File: config.mk
export PLATFORM = sky130hd
export DESIGN_NAME = synchro_filt
export DESIGN_NICKNAME = d
export VERILOG_FILES = /design/src/rtl/synchro_filt.sv
export SDC_FILE = /design/constraint.sdc
export NUM_CORES = 1
export LEC_CHECK = 0
export ABC_AREA = 1
export CAP_MARGIN = 20
export CORE_ASPECT_RATIO = 1.2
export CORE_UTILIZATION = 41
export DETAILED_ROUTE_END_ITERATION = 10
export PLACE_DENSITY = 0.69
export SKIP_LAST_GASP = 1
export SYNTH_ARGS = -nofsm -noshare
export SYNTH_HDL_FRONTEND = slang
export SYNTH_SLANG_ARGS = --single-unit
File: constraint.sdc
create_clock -name b_clk -period 1 [get_ports b_clk]
set_input_delay 0.15 -clock b_clk [delete_from_list [all_inputs] [get_ports b_clk]]
set_output_delay 0.15 -clock b_clk [all_outputs]
set_load 0.005 [all_outputs]
File: src/rtl/synchro_filt.sv
// Multi-channel synchroniser with per-channel persistence filter and edge pulses.
// Each channel passes through a STAGES-deep flop chain, then a FILT_LEN-cycle deglitch counter.
module synchro_filt #(
  parameter int              CH       = 4,
  parameter int              STAGES   = 2,
  parameter int              FILT_LEN = 1,
  parameter logic [CH-1:0]   RST_VAL  = '0
) (
  input  logic          b_clk,
  input  logic          rst,
  input  logic [CH-1:0] async_in,
  output logic [CH-1:0] sync_out,
  output logic [CH-1:0] rise_pls,
  output logic [CH-1:0] fall_pls,
  output logic [CH-1:0] chg_pls
);

  localparam int               CNT_W   = $clog2(FILT_LEN + 1);
  localparam logic [CNT_W-1:0] CNT_MAX = CNT_W'(FILT_LEN - 1);

  logic [CH-1:0]    stg [STAGES];
  logic [CH-1:0]    raw;
  logic [CH-1:0]    upd;
  logic [CNT_W-1:0] cnt     [CH];
  logic [CNT_W-1:0] cnt_nxt [CH];

  assign raw = stg[STAGES-1];

  // Pure flop chain: only stg[0] touches the asynchronous input.
  always_ff @(posedge b_clk) begin
    if (rst) begin
      for (int k = 0; k < STAGES; k++) stg[k] <= RST_VAL;
    end else begin
      stg[0] <= async_in;
      for (int k = 1; k < STAGES; k++) stg[k] <= stg[k-1];
    end
  end

  always_comb begin
    upd = '0;
    for (int i = 0; i < CH; i++) begin
      cnt_nxt[i] = '0;
      if (raw[i] != sync_out[i]) begin
        if (cnt[i] == CNT_MAX) upd[i] = 1'b1;
        else                   cnt_nxt[i] = cnt[i] + CNT_W'(1);
      end
    end
  end

  // Accepted changes flip the level and fire the matching pulse in the same cycle.
  always_ff @(posedge b_clk) begin
    if (rst) begin
      sync_out <= RST_VAL;
      rise_pls <= '0;
      fall_pls <= '0;
      chg_pls  <= '0;
      for (int i = 0; i < CH; i++) cnt[i] <= '0;
    end else begin
      sync_out <= sync_out ^ upd;
      rise_pls <= upd & raw;
      fall_pls <= upd & ~raw;
      chg_pls  <= upd;
      for (int i = 0; i < CH; i++) cnt[i] <= cnt_nxt[i];
    end
  end

endmodule
# == After elaboration in Yosys (flattened, before gate mapping) ==
# Memory sizes are Yosys's and may differ from the RTL's.
# Cells that the tools add are included.
# totals
out_inout_bits,16
in_bits,6
register_bits,16
wordCells,49
mem_bits_rw,12
memories,2
# op_classes
bitwise_logic,10
add_sub_neg,4
n_mux,25
n_eq_ne,4
# memory_table
memory,depth,word_bits,rd,rd_clocked_by_memory_dff,write_ports,line,text
stg,2,4,2,0,2,21,logic [CH-1:0] stg [STAGES];
cnt,4,1,4,0,4,24,logic [CNT_W-1:0] cnt [CH];
# ops
cell,count
$mux W1,23
$and A4 B4 Y4,2
$mux W4,2
$or A1 B1 Y1,6
$add A1 B1 Y1 const B,4
$ne A1 B1 Y1,4
$not A4 Y4,1
$xor A4 B4 Y4,1

# == Depth between registers and ports, before layout ==
# Gate-level depths: netlist of run 1.
# logic_depth
depth_word,4
depth_mapped,6
mapped_depth_nobuf,6

# == Worst setup path after synthesis of run 1 ==
# OpenSTA, ideal clock, no wires.
# synth_path
kind,register to register
from,reg sync_out[0]
to,reg sync_out[0]
stages_incl_launch_ff,7
setup_slack_ps,-22
setup_ps,113
arrival_time_ps,909
t_required_ps,887
n_path_buf,0
period_less_slack_ps,1022
path_cell_list,dfxtp_1 -> inv_1 -> ha_1 -> inv_1 -> nand2_1 -> nand2_1 -> nor2_1
# synth_between
elab_chain_cells,3
# synth_lines
item,line,text
from (decl),12,"output logic [CH-1:0] sync_out,"
from (signal assigned),59,sync_out <= sync_out ^ upd;
$ne A1 B1 Y1,43,if (raw[i] != sync_out[i]) begin
$mux W1,43,
$xor A4 B4 Y4 *,59,
# Mark *: on every way between the ends. The rest lies on a longest branch, timed or not.
# A chain may end at the register's enable or synchronous reset.

# == Worst setup path in the final report of run 1 ==
# layout_path
from,reg sync_out[3]
to,reg sync_out[3]
# Same word-level chain as after synthesis.

==> results of run 1 <==
-- worst paths after layout --
kind	startpoint	to	slack (ns)	cells past startpoint
worst max-delay path	sync_out[3]$_SDFF_PP0_	sync_out[3]$_SDFF_PP0_	-0.0004	7
worst min-delay path	async_in[2]	stg[0][2]$_SDFF_PP0_	0.32	3
worst max register to register	sync_out[3]$_SDFF_PP0_	sync_out[3]$_SDFF_PP0_	-0.0004	7
worst min register to register	stg[0][1]$_SDFF_PP0_	stg[0][5]$_SDFF_PP0_	0.42	2
-- cell usage after synthesis --
cell type and instances:
buf_6 2, dfxtp_1 24, ha_1 8, inv_1 27, nand2_1 8, nor2_1 28
-- state kept, by name, summed over array words and instances (netlist names) --
| name | flops |
|---|---|
| chg_pls | 4 |
| sync_out | 4 |
| fall_pls | 4 |
| rise_pls | 4 |
| stg | 8 |
-- kinds of logic after synthesis --
family / after synthesis / share of synthesized area [%]
and+or+nand+nor: 36 / 16.1
buffers and inverters: 29 / 14.8
DFF: 24 / 57.2
adders and majority gates: 8 / 11.9
-- repair_timing --
item,in CTS,in global routing
gates resized for setup,53,21
pin swaps,3,3
hold buffers,0,0
setup endpoints to repair,20,14
endpoints found under the hold margin,0,0
setup buffers,5,2
-- critical path, stage by stage, from the launching register on --
cell and delay (ns):
dfxtp_2 0.36, buf_6 0.10, inv_4 0.03, ha_4 0.26, inv_2 0.03, nand2_1 0.05
nand2_1 0.05, nor2_1 0.07
-- final cells by class --
type	instances	area [um2]
clock buffers	4	36.3
repair buffers	32	224
inverters	27	109
well taps	19	23.8
fillers	170	698
flip-flops and latches	24	488
multi-input cells	44	293
-- layout by cell type, fill, tap and decap left out, drive strengths merged --
cell type / count
ha: 8
clkdlybuf4s50: 5
nor2: 28
nand2: 8
inv: 27
buf: 16
clkbuf: 15
dfxtp: 24
-- per-layer routing --
layer	share of wire, %	global-route usage (%)	vias up	routed length [um]
li1	-	-	337	-
met1	45	16.2	278	622
met2	47	21.9	20	638
met3	6.1	4.86	3	84
met4	1.8	7.58	0	25
met5	0	0	-	0
-- per-stage QoR --
step                      setup WS, ns   TNS (ns)
after floorplan                 0.0222          0
after detailed placement       -0.0316     -0.252
after CTS                      -0.0129    -0.0153
after global routing           -0.0560     -0.124
final                        -0.000433  -0.000433
after global placement         0.00648          0
-- report_power, final --
group          internal [mW]  leakage [nW]  switching (mW)
clock                  0.223        0.0210           0.286
sequential              1.06         0.200          0.0412
combinational          0.290         0.368           0.234
total                   1.57         0.589           0.561
==> reports/metrics.csv, run 1 <==
metric,value,unit
status,"finished, violations left",
violations,setup timing,
p_total,2.13,mW
first_pass_iters,4,
clockBufferDepth,2,
clk_pin_slew,0.13,ns
synth_area_leaders,"dfxtp_1 57%, nor2_1 13%, inv_1 12%",
power.density,1810,mW/mm2
netlist_instances,97,
insertedDiodeCount,0,
clock_sinks,24,
crit_fanout,2,
criticalPathCategory,flop to flop,
max_slew_margin,87.6,%
slew_violations,0,
place_area,0.00109,mm2
wl,1370,um
core,0.00187,mm2
final_core_util,62.7,%
final_area,0.00117,mm2
dp_cells,140,
finish.net_count,146,
postRouteAntennaNets,0,
root_buffer,clkbuf_4,
io_pins,22,
grt_max_degree,14,
ys_ff_latch,24,
num_vias,638,
arrival,1.26,ns
htreeDepth,1,
avgViaCountPerCell,4.25,
grt_antenna_before_repair,0,
drt-wirelength-per-cell,9.13,um
num_rows,17,
synth-seq-area-share,57.2,%
layout-drive-gt1-share,37.4,%
grtUsageTotal,13.8,%
cts_tree,yes,
area_growth,39.8,%
cp-end-kind,flop,
syn_nets,111,
numCtsBuffers,3,
grt_pass1_wl,2260,um
fin_skew,0.00798,ns
drt_iter0_markers,8,
ys_types,6,
initial_core_util,44.9,%
crit_path_start_kind,flop,
gp_congestion,0.640,
dieHeight,51.6,um
setup_viol,1,
hold-worst-slack,0.324,ns
grt_pass1_vias,550,
critPathRequiredTime,1.26,ns
insertion_delay,0.32,ns
p_leak,0.589,nW
rsz0062_at_grt,true,
grt_overflow_total,0,
hold_viol_final,0,
port_buffers,21,
drc,0,
worst_hold_path_type,primary input to flop,
fin_crit,1.00,ns
cap_violations,0,
fin_crit_sh,100,%
yosysTopAreaCellShare,57.2,%
avgSynthCellArea,8.66,um2
fmax,1.00,GHz
die_area,0.00223,mm2
ir_drop,1110,uV
synth_area_leader_cell,dfxtp_1,
yosysWarnings,0,
setup_ws,-0.000433,ns
die_x,43.3,um
syn_area,840,um2
tightest_slew,0.186,ns
fin_cells,150,
hpwl,859,um
No activity file was read; power rests on OpenSTA's default activity.
==> inputs of run 2 (changes only) <==
- SETUP_SLACK_MARGIN: not set -> 0.5
==> run 2 against run 1 <==
The run now ends clean. First-iteration DRC count fell by 100%. Fmax increased by 0.56%. Sequential power is essentially flat. Sequential share of layout area fell by 3.3 points. Cell area up 11%. Die area stayed put. Routed wire length increased by 2.8%.
==> reports/metrics.csv, run 2 (same netlist as run 1, synthesis figures left out) <==
metric,value,unit
status,"finished, final reports clean",
clockBufferDepth,2,
final_core_util,69.5,%
final_common_cell,nor2_1,
clk_pin_slew,0.12,ns
slowest_stage,dfxtp_2,
cp_cell_sequence,buf_6 -> inv_4 -> ha_4 -> inv_2 -> nor2_1 -> nor2_1,
p_leak,0.633,nW
power.density,1660,mW/mm2
cts_tree,yes,
setup_ws,0.00518,ns
grt_pass1_vias,605,
area_growth,54.8,%
critPathMaxStageDelay,0.35,ns
insertedDiodeCount,0,
cp_common_cell,nor2_1,
grt_max_degree,13,
crit_buf_inv,3,
drt-wirelength-per-cell,9.20,um
fillers,156,
grt_pass1_wl,2350,um
fin_skew,0.00130,ns
hold_viol_final,0,
numCtsBuffers,3,
grt_antenna_before_repair,0,
p_total,2.16,mW
htreeDepth,1,
die_x,43.3,um
regMostFlops,stg,
critPathRequiredTime,1.20,ns
layout_common_cells,"23 x nor2_1, 14 x dfxtp_1, 13 x buf_2",
criticalPathCategory,flop to flop,
fmax,1.01,GHz
initial_core_util,44.9,%
first_pass_iters,1,
num_rows,17,
drt_iter0_markers,0,
rsz0062_at_grt,true,
crit_path_start_kind,flop,
grtUsageTotal,14.2,%
ir_drop,926,uV
insertion_delay,0.30,ns
dp_slack,-0.0176,ns
fin_crit_sh,99.5,%
port_buffers,21,
crit_fanout,2,
cts_hold_buffers,0,
finish.net_count,150,
core,0.00187,mm2
tns,0,ns
die_area,0.00223,mm2
arrival,1.20,ns
tightest_slew,0.162,ns
hpwl,945,um
num_vias,652,
max_slew_margin,89.2,%
slew_violations,0,
worst_hold_path_type,primary input to flop,
grt_overflow_total,0,
wl,1410,um
postRouteAntennaNets,0,
drc,0,
clock_sinks,24,
cp_top_family,flip-flops,
setup_viol,0,
fin_crit,0.995,ns
gp_congestion,0.640,
cp-end-kind,flop,
avgViaCountPerCell,4.26,
root_buffer,clkbuf_4,
io_pins,22,
largest_register_ffs,8,
cap_violations,0,
dieHeight,51.6,um
layout-drive-gt1-share,54.5,%
-- run 2: changes by cell type in the layout (fill, tap and decap cells not counted), moves of 8 or more --
cell      previous run  this run
buf_2                5        13
buf_6                3        12
inv_1               22        12
clkbuf_2            11         1
inv_2                2        11
-- run 2: report_power, final --
group	leakage [nW]	internal [mW]	switching, mW
Sequential	0.202	1.06	0.0399
Clock	0.0138	0.140	0.257
Combinational	0.417	0.379	0.282
-- run 2: repair_timing --
| item | in CTS | in global routing |
|---|---|---|
| setup buffers | 6 | 4 |
| gates cloned | 1 | 0 |
| pin swaps | 7 | 6 |
| resized for setup | 80 | 19 |
| setup endpoints to repair | 40 | 36 |
-- run 2: worst reg2reg max path, stage by stage, from the launching register on --
cell	delay, ns
dfxtp_2	0.35
buf_6	0.10
inv_4	0.03
ha_4	0.26
inv_2	0.03
nor2_1	0.07
nor2_1	0.05
-- run 2: cell type report --
class	instances	area, um2	share of cell area [%]
clock buffer	3	22.5	1.73
inverter	27	111	8.57
multi-input combinational	44	350	26.9
sequential	24	498	38.3
tap	19	23.8	1.83
timing repair buffer	36	294	22.6
-- run 2: worst paths after layout --
kind	from	to	slack (ns)	depth (start not counted)
max	sync_out[0]$_SDFF_PP0_	sync_out[0]$_SDFF_PP0_	0.005	6
min	async_in[1]	stg[0][1]$_SDFF_PP0_	0.09	3
max reg2reg	sync_out[0]$_SDFF_PP0_	sync_out[0]$_SDFF_PP0_	0.005	6
min reg2reg	stg[0][1]$_SDFF_PP0_	stg[0][5]$_SDFF_PP0_	0.40	2
-- run 2: layer usage --
layer	wire (um)	vias up	track usage (%)	share of wire [%]
li1	-	342	-	-
met1	570	292	15.2	40
met2	758	16	26.4	54
met3	69	2	2.08	4.9
met4	10	0	7.58	0.71
met5	0	-	0	0
-- run 2: metrics by stage --
stage	instance area [um2]	hold WS (ns)	std cells
2_1_floorplan	922	0.257	97
3_3_place_gp	1160	0.383	139
3_5_place_dp	1160	0.387	139
4_1_cts	1210	0.325	149
5_1_grt	1300	0.0910	153
6_report	1300	0.0860	153
==> inputs of run 3 (changes only) <==
- ABC_AREA: 1 -> 0
- CORE_UTILIZATION: 41 -> 40
- PLACE_DENSITY: 0.69 -> 0.68
==> run 3 against run 2 <==
The run now ends with DRC, setup timing left. Non-clock buffer count down 4. Global-route usage down 1.6 points. Die area up 0.19%. Sequential power up 5%. Synthesized cell count down 28%. Clock skew up 0.0036 ns. Largest cell class unchanged. Highest routed layer unchanged.
==> reports/metrics.csv, run 3 <==
metric,value,unit
status,"finished, violations left",
violations,"DRC, setup timing",
final_area,0.00129,mm2
first_pass_iters,6,
yosys.area_share.simple,18.6,%
io_pins,22,
fin_crit_sh,104,%
arrival,1.25,ns
slew_violations,0,
layout_common_cells,"19 x dfxtp_1, 13 x buf_2, 9 x buf_6",
yosysTopAreaCellShare,58.5,%
layout-drive-gt1-share,57.7,%
die_area,0.00224,mm2
worst_hold_path_type,primary input to flop,
port_buffers,21,
slowest_stage,dfxtp_2,
die_x,43.4,um
crit_buf_inv,2,
synth_compound_area_share,0,%
ys_types,9,
htreeDepth,1,
insertion_delay,0.31,ns
postRouteAntennaNets,0,
synth_xor_area_share,4.27,%
cp_top_family,flip-flops,
drc,4,
grt_max_degree,16,
grt_antenna_before_repair,0,
p_total,2.81,mW
fin_crit,1.04,ns
cp_cell_sequence,buf_6 -> inv_4 -> ha_4 -> xor2_2 -> nor2_1,
rsz0062_at_grt,true,
postSynth.topFlopCell,dfxtp_1,
cts_hold_buffers,0,
multiInputGateArea,428,um2
critPathMaxStageDelay,0.35,ns
dieHeight,51.6,um
fmax,0.963,GHz
root_buffer,clkbuf_4,
wl,1260,um
finish.net_count,119,
grt_pass1_wl,2060,um
largest_register_ffs,8,
drt-wirelength-per-cell,10.3,um
grtUsageTotal,12.7,%
clock_sinks,24,
synthArstFlopShare,0,%
synth_mux_area_share,0,%
hpwl,768,um
criticalPathCategory,flop to flop,
fin_skew,0.00491,ns
critPathRequiredTime,1.21,ns
netlist_instances,70,
core,0.00189,mm2
grt_overflow_total,0,
initial_core_util,43.4,%
cts_tree,yes,
tightest_slew,0.157,ns
hold_viol_final,0,
num_vias,539,
ys_ff_latch,24,
synth-seq-area-share,58.5,%
num_rows,17,
place_area,0.00115,mm2
setup_ws,-0.0383,ns
clk_pin_slew,0.13,ns
area_growth,57.6,%
ir_drop,1830,uV
post-synth-top-count-cell,dfxtp_1,
synth_edf_count,0,
cp-end-kind,flop,
grt_pass1_vias,500,
p_leak,0.570,nW
syn_nets,84,
avgSynthCellArea,11.7,um2
synth_area_leader_cell,dfxtp_1,
numCtsBuffers,3,
regMostFlops,stg,
crit_fanout,2,
avgViaCountPerCell,4.38,
fillers,145,
power.density,2170,mW/mm2
cap_violations,0,
hold-worst-slack,0.198,ns
clockBufferDepth,2,
seq_area,487,um2
syn_area,821,um2
crit_path_start_kind,flop,
max_slew_margin,89.5,%
synth_commonest_cells,"24 x dfxtp_1, 8 x ha_1, 8 x inv_1, 8 x nor2_1, 7 x nor2b_2",
drt_iter0_markers,6,
setup_viol,4,
dp_slack,-0.146,ns
insertedDiodeCount,0,
synth_area_leaders,"dfxtp_1 59%, ha_1 12%, nor2b_2 7.5%",
synthAdderAreaFrac,12.2,%
final_common_cell,dfxtp_1,
yosysWarnings,0,
gp_congestion,0.641,
synth_top_family_by_area,simple AND/OR/NAND/NOR gates,
run 3: changes by cell type after synthesis, sizes merged:
cell,previous run,this run
xor2,0,4
inv,27,8
nor2,28,8
and2b,0,4
nor2b,0,12
nand2,8,0
run 3: cells by family (layout without fill, tap and decap cells):
kind of cell / after synthesis / after routing
fa+ha+maj: 8 / 8
flops: 24 / 24
buf+inv: 10 / 44
simple gates: 24 / 24
xor+xnor: 4 / 4
run 3: area by class of cell:
class / count / area share (%)
Timing Repair Buffer: 32 / 20.3
Clock inverter: 1 / 2.32
Clock buffer: 3 / 1.74
Sequential cell: 24 / 37.6
Inverter: 8 / 3.09
Multi-Input combinational cell: 36 / 33.1
Tap cell: 19 / 1.84
run 3: stage by stage:
step,util [%],TNS (ns),std cells
floorplan,-,0,70
global placement,61.0,-2.79,114
detailed placement,61.0,-2.95,114
CTS,66.4,-0.211,123
global route,68.3,-0.337,123
finish,68.3,-0.107,123
run 3: path summary, 6_finish.rpt:
kind                                from                endpoint  slack (ns)  depth (start not counted)
hold reg to reg     stg[0][3]$_SDFF_PP0_    stg[0][7]$_SDFF_PP0_        0.45                          1
hold / removal                       rst  sync_out[3]$_SDFF_PP0_        0.20                          2
setup / recovery  sync_out[2]$_SDFF_PP0_  sync_out[2]$_SDFF_PP0_       -0.04                          5
setup reg to reg  sync_out[2]$_SDFF_PP0_  sync_out[2]$_SDFF_PP0_       -0.04                          5
run 3: routing by layer:
metal  up-vias  GRT usage (%)  part of all wire, %
met5         -              0                    0
met1       245           13.0                   40
met4         0           9.38                  2.4
met3         4           2.08                  5.1
li1        275              -                    -
met2        15           22.7                   52
run 3: power breakdown:
group          internal (mW)  switching [mW]  leakage, nW
clock                  0.405           0.282       0.0279
sequential              1.10          0.0565        0.199
combinational          0.571           0.395        0.343
run 3: what timing repair did:
action	CTS	global route
endpoints found under the setup margin	40	36
hold endpoints to repair	0	0
gates resized for setup	81	12
pin swaps	13	6
buffers inserted	5	0
